<file path="config.mk">
export PLATFORM = sky130hd
export DESIGN_NAME = de2_pio_led_blink_flat
export DESIGN_NICKNAME = d
export VERILOG_FILES = /design/src/rtl/de2_pio_led_blink_if.sv /design/src/rtl/de2_pio_led_blink.sv /design/src/flat_wrapper.sv
export SDC_FILE = /design/constraint.sdc
export NUM_CORES = 1
export LEC_CHECK = 0
export BUFFER_PORTS_ARGS = -buffer_cell sky130_fd_sc_hd__buf_4
export CAP_MARGIN = 20
export CORE_ASPECT_RATIO = 0.5
export CORE_MARGIN = 5
export CORE_UTILIZATION = 60
export DETAILED_ROUTE_END_ITERATION = 6
export PLACE_DENSITY_LB_ADDON = 0.3
export SLEW_MARGIN = 10
export SYNTH_ARGS = -nofsm -noshare
export SYNTH_HDL_FRONTEND = slang
export SYNTH_SLANG_ARGS = --single-unit
</file>
<file path="constraint.sdc">
create_clock -name clk -period 7.1 [get_ports clk]
set_input_delay 1.065 -clock clk [delete_from_list [all_inputs] [get_ports clk]]
set_output_delay 1.065 -clock clk [all_outputs]
set_load 0.02 [all_outputs]
</file>
<file path="src/rtl/de2_pio_led_blink_if.sv">
// Avalon-MM slave bus bundle for the LED PIO: address, select, write strobe and data.
// The master drives the request side and the slave returns combinational read data.
interface de2_pio_led_blink_if;
    logic [2:0]  address;
    logic        chipselect;
    logic        write_n;
    logic [31:0] writedata;
    logic [31:0] readdata;

    modport master (
        output address, chipselect, write_n, writedata,
        input  readdata
    );

    modport slave (
        input  address, chipselect, write_n, writedata,
        output readdata
    );
endinterface

</file>
<file path="src/rtl/de2_pio_led_blink.sv">
// LED output PIO with atomic set/clear/toggle writes and a per-bit hardware blink.
// The blink timebase is an up-counter over PERIOD cycles; each wrap inverts the phase.
module de2_pio_led_blink #(
    parameter int          WIDTH       = 9,
    parameter int          PERIOD_W    = 24,
    parameter logic [31:0] RESET_VALUE = 32'h0
) (
    input  logic                  clk,
    input  logic                  reset,
    de2_pio_led_blink_if.slave    bus,
    output logic [WIDTH-1:0]      out_port
);
    localparam logic [2:0] A_DATA   = 3'd0;
    localparam logic [2:0] A_BLINK  = 3'd1;
    localparam logic [2:0] A_PERIOD = 3'd2;
    localparam logic [2:0] A_OUTSET = 3'd4;
    localparam logic [2:0] A_OUTCLR = 3'd5;
    localparam logic [2:0] A_OUTTGL = 3'd6;
    localparam logic [2:0] A_STATUS = 3'd7;

    logic [WIDTH-1:0]    data_q,   data_d;
    logic [WIDTH-1:0]    blink_q,  blink_d;
    logic [PERIOD_W-1:0] period_q, period_d;
    logic [PERIOD_W-1:0] cnt_q,    cnt_d;
    logic                phase_q,  phase_d;
    logic [WIDTH-1:0]    out_q,    out_d;

    logic                wr;
    logic [WIDTH-1:0]    wd_bits;
    logic [PERIOD_W:0]   status_w;
    logic                unused_wd;

    assign wr        = bus.chipselect && !bus.write_n;
    assign wd_bits   = bus.writedata[WIDTH-1:0];
    assign status_w  = {cnt_q, phase_q};
    assign unused_wd = ^bus.writedata;

    always_comb begin
        data_d  = data_q;
        blink_d = blink_q;
        if (wr) begin
            unique case (bus.address)
                A_DATA:   data_d  = wd_bits;
                A_BLINK:  blink_d = wd_bits;
                A_OUTSET: data_d  = data_q | wd_bits;
                A_OUTCLR: data_d  = data_q & ~wd_bits;
                A_OUTTGL: data_d  = data_q ^ wd_bits;
                default:  ;
            endcase
        end
    end

    // A PERIOD write restarts the timebase and takes priority over terminal count.
    always_comb begin
        period_d = period_q;
        cnt_d    = cnt_q;
        phase_d  = phase_q;
        if (wr && bus.address == A_PERIOD) begin
            period_d = bus.writedata[PERIOD_W-1:0];
            cnt_d    = '0;
            phase_d  = 1'b1;
        end else if (period_q == '0) begin
            cnt_d    = '0;
            phase_d  = 1'b1;
        end else if (cnt_q == period_q - PERIOD_W'(1)) begin
            cnt_d    = '0;
            phase_d  = ~phase_q;
        end else begin
            cnt_d    = cnt_q + PERIOD_W'(1);
        end
    end

    assign out_d = data_q & (~blink_q | {WIDTH{phase_q}});

    always_ff @(posedge clk or posedge reset) begin
        if (reset) begin
            data_q   <= RESET_VALUE[WIDTH-1:0];
            blink_q  <= '0;
            period_q <= '0;
            cnt_q    <= '0;
            phase_q  <= 1'b1;
            out_q    <= RESET_VALUE[WIDTH-1:0];
        end else begin
            data_q   <= data_d;
            blink_q  <= blink_d;
            period_q <= period_d;
            cnt_q    <= cnt_d;
            phase_q  <= phase_d;
            out_q    <= out_d;
        end
    end

    assign out_port = out_q;

    // STATUS packs {counter, phase}; a 32-bit counter loses its top bit here.
    always_comb begin
        bus.readdata = '0;
        unique case (bus.address)
            A_DATA:   bus.readdata = 32'(data_q);
            A_BLINK:  bus.readdata = 32'(blink_q);
            A_PERIOD: bus.readdata = 32'(period_q);
            A_STATUS: bus.readdata = 32'(status_w);
            default:  bus.readdata = '0;
        endcase
    end
endmodule

</file>
<file path="src/flat_wrapper.sv">
// flat-port wrapper written by rule: the top's interface ports become plain ports
module de2_pio_led_blink_flat 
#(
    parameter int          WIDTH       = 9,
    parameter int          PERIOD_W    = 24,
    parameter logic [31:0] RESET_VALUE = 32'h0
)
  (clk, reset, out_port, bus_address, bus_chipselect, bus_write_n, bus_writedata, bus_readdata);
  de2_pio_led_blink_if bus_i ();
  input  logic clk;
  input  logic reset;
  output logic [WIDTH-1:0] out_port;
  input wire logic [$bits(bus_i.address)-1:0] bus_address;
  input wire logic [$bits(bus_i.chipselect)-1:0] bus_chipselect;
  input wire logic [$bits(bus_i.write_n)-1:0] bus_write_n;
  input wire logic [$bits(bus_i.writedata)-1:0] bus_writedata;
  output wire logic [$bits(bus_i.readdata)-1:0] bus_readdata;
  assign bus_i.address = bus_address;
  assign bus_i.chipselect = bus_chipselect;
  assign bus_i.write_n = bus_write_n;
  assign bus_i.writedata = bus_writedata;
  assign bus_readdata = bus_i.readdata;
  de2_pio_led_blink #(.WIDTH(WIDTH), .PERIOD_W(PERIOD_W), .RESET_VALUE(RESET_VALUE)) u_core (.clk(clk), .reset(reset), .bus(bus_i), .out_port(out_port));
endmodule
</file>
==> flow_metrics.tcl <==
set metrics [dict create \
    syn_to_final_growth_pct 15.0 \
    ctsResizeCount 0 \
    place_hpwl_um 8380 \
    postCtsHoldBufs 0 \
    port-buffer-count 64 \
    synth-seq-cells 76 \
    placementRows 23 \
    drt_iter0_drc 359 \
    vias_per_cell 5.98 \
    first_pass_iters 5 \
    cp.arrival_ps 2930 \
    start_kind "primary input" \
    tns_ps 0 \
    crit_fanout 41 \
    drv_slew 0 \
    ant_nets 0 \
    track_usage 0.247 \
    synth_edf_count 0 \
    cts_max_level 3 \
    fin_area_mm2 0.00584 \
    p_leak_nw 2.65 \
    place_area_mm2 0.00554 \
    gp_congestion 0.913 \
    drive_gt1_frac 0.187 \
    synth_cells 567 \
    setup_slack_ps 3100 \
    synthesis.area_mm2 0.00508 \
    path_buf_inv 3 \
    relSlewSlack 0.311 \
    vdd_ir_drop_max_v 0.000132 \
    synth_common_cells "dfrtp_1 (75), nand2_1 (53), o21ai_0 (42)" \
    start_util 0.626 \
    clkTransAtPathRegs_ps 50 \
    dpl_worst_slack_ps 3140 \
    synth_cell_type_count 60 \
    required_ps 6030 \
    worst_path_most_repeated_cell "buf_4" \
    hold_path_class "flip-flop to flip-flop" \
    cts-root-buf "clkbuf_16" \
    avgSynthCellArea_um2 8.96 \
    slowest_delay_ps 730 \
    routed-via-count 4340 \
    worstPathCellList "buf_4 -> nor2b_1 -> buf_4 -> a21oi_1 -> o21ai_0 -> buf_4" \
    p_per_area_mw_per_mm2 271 \
    wirelength_um 12400 \
    period_minus_slack_ps 4000 \
    status "complete, no violations" \
    coreArea_mm2 0.00812 \
    ys_seq_area_frac 0.375 \
    clk-insertion-delay-late_ps 340 \
    die_height_um 75.1 \
    synth.area.top_cells "dfrtp_1 (37%), ha_1 (4.9%), xor2_1 (4.3%)" \
    overflow 0 \
    synth_top_cell_by_area "dfrtp_1" \
    max_freq_ghz 0.250 \
    async_flop_share 1.00 \
    clockBufferDepth 2 \
    ys_warn_count 0 \
    cpLargestDelayFamily "buffers and inverters" \
    io_pins 80 \
    grt_pass1_vias 4108 \
    dominantRegCellSynth "dfrtp_1" \
    path_class "primary input to primary output" \
    crit_slowest_cell "nor2b_1" \
    numCtsBuffers 9 \
    post_cts_buffers 0 \
    wl_per_cell_um 17.1 \
    setup_viol 0 \
    finClkSkew_ps 4.26 \
    post-route-period-util 0.563 \
    cts.sinks 76 \
    die_x_um 140 \
    worst_pin_slew_ps 1030 \
    yosys.cell_count.top_type "dfrtp_1" \
    antenna_found_initial 0 \
    fin_nets 669 \
    grt_pass1_wl_um 20500 \
    rsz0062_at_grt "no" \
    cts_tree "done" \
    cap_violations 0 \
    worst_setup_path_end_kind "primary output" \
    diodes 0 \
    dieArea_mm2 0.0105 \
    drc 0 \
    grt_max_degree 77 \
    timing.final.hold_violations 0 \
    synth.top_cell.area_share 0.369 \
    power.total_mw 1.58 \
]
## state kept, by name, summed over array words and instances, names as in the netlist
name	count
u_core.out_port	9
u_core.period_q	24
u_core.phase_q	1
u_core.data_q	9
u_core.blink_q	9
u_core.cnt_q	24
## per-stage QoR
step	util	hold WS (ps)	std cells
global placement	0.682	461	711
global route	0.720	490	726
detailed placement	0.682	463	711
floorplan	-	439	573
finish	0.720	473	726
CTS	0.720	473	726
## worst reg2reg max path: cells and delay by family, from the launching register on
| kind | cells | cell delay [ps] |
|---|---|---|
| compound gates | 2 | 500 |
| flops | 1 | 480 |
| simple gates | 5 | 2190 |
## area by class of cell
type                       instances  area, um2
clock inverter                     1       30.0
fill                             656       2270
inverter                          26       97.6
timing repair buffer              68        510
multi-input combinational        429       2890
sequential                        76       1900
tap                              112        140
clock buffer                      14        274
## metal layers
layer,track usage,vias to the layer above,part of all wire
met5,0,-,0
met4,0.0816,0,0.013
met3,0.0692,13,0.074
met2,0.403,174,0.46
met1,0.325,2088,0.45
li1,-,2065,-
## report_power, final
group	switching, mW	internal, mW	leakage, nW
sequential	0.123	0.515	0.945
combinational	0.257	0.214	1.56
clock	0.175	0.299	0.149
total	0.554	1.03	2.65
## layout by cell type (no fill, tap or decap), types with 6 or more instances in the layout
cell	synthesis	layout
mux2_2	17	17
o21ai_0	42	41
and3_1	12	12
nand3_1	14	14
nor2b_1	18	18
nor3_1	27	27
inv_1	25	24
xnor2_1	24	24
ha_1	20	20
nand2_1	53	53
a21oi_1	40	40
dfrtp_1	75	75
conb_1	1	7
a221oi_1	9	9
nand4_1	6	6
clkbuf_16	0	9
nor2_1	33	33
buf_4	9	68
mux2i_1	14	14
xor2_1	25	25
a22oi_1	15	15
## kinds of logic (layout without fill, tap and decap cells)
logic type | after synthesis | after routing | synth area share
AND/OR/NAND/NOR | 197 | 197 | 0.208
adder cells (fa/ha/maj) | 20 | 20 | 0.0493
flip-flops | 76 | 76 | 0.375
multiplexers | 31 | 31 | 0.0653
AO/OA/AOI/OAI | 125 | 125 | 0.156
other | 1 | 7 | 0.000738
buffers and inverters | 68 | 109 | 0.0616
XOR/XNOR | 49 | 49 | 0.0845
## final timing paths
check                      slack (ps)          startpoint                   to  cells after the start
setup / recovery                 3100      bus_address[1]      bus_readdata[0]                      6
hold / removal                    470   u_core.blink_q[1]   u_core.out_port[1]                      1
setup reg to reg                 3760  u_core.period_q[2]      u_core.cnt_q[1]                      7
min in group asynchronous        1020               reset     u_core.data_q[1]                      3
hold reg to reg                   470   u_core.blink_q[1]   u_core.out_port[1]                      1
max in group asynchronous        5420               reset  u_core.period_q[22]                      3
(Power assumes the default switching activity.)
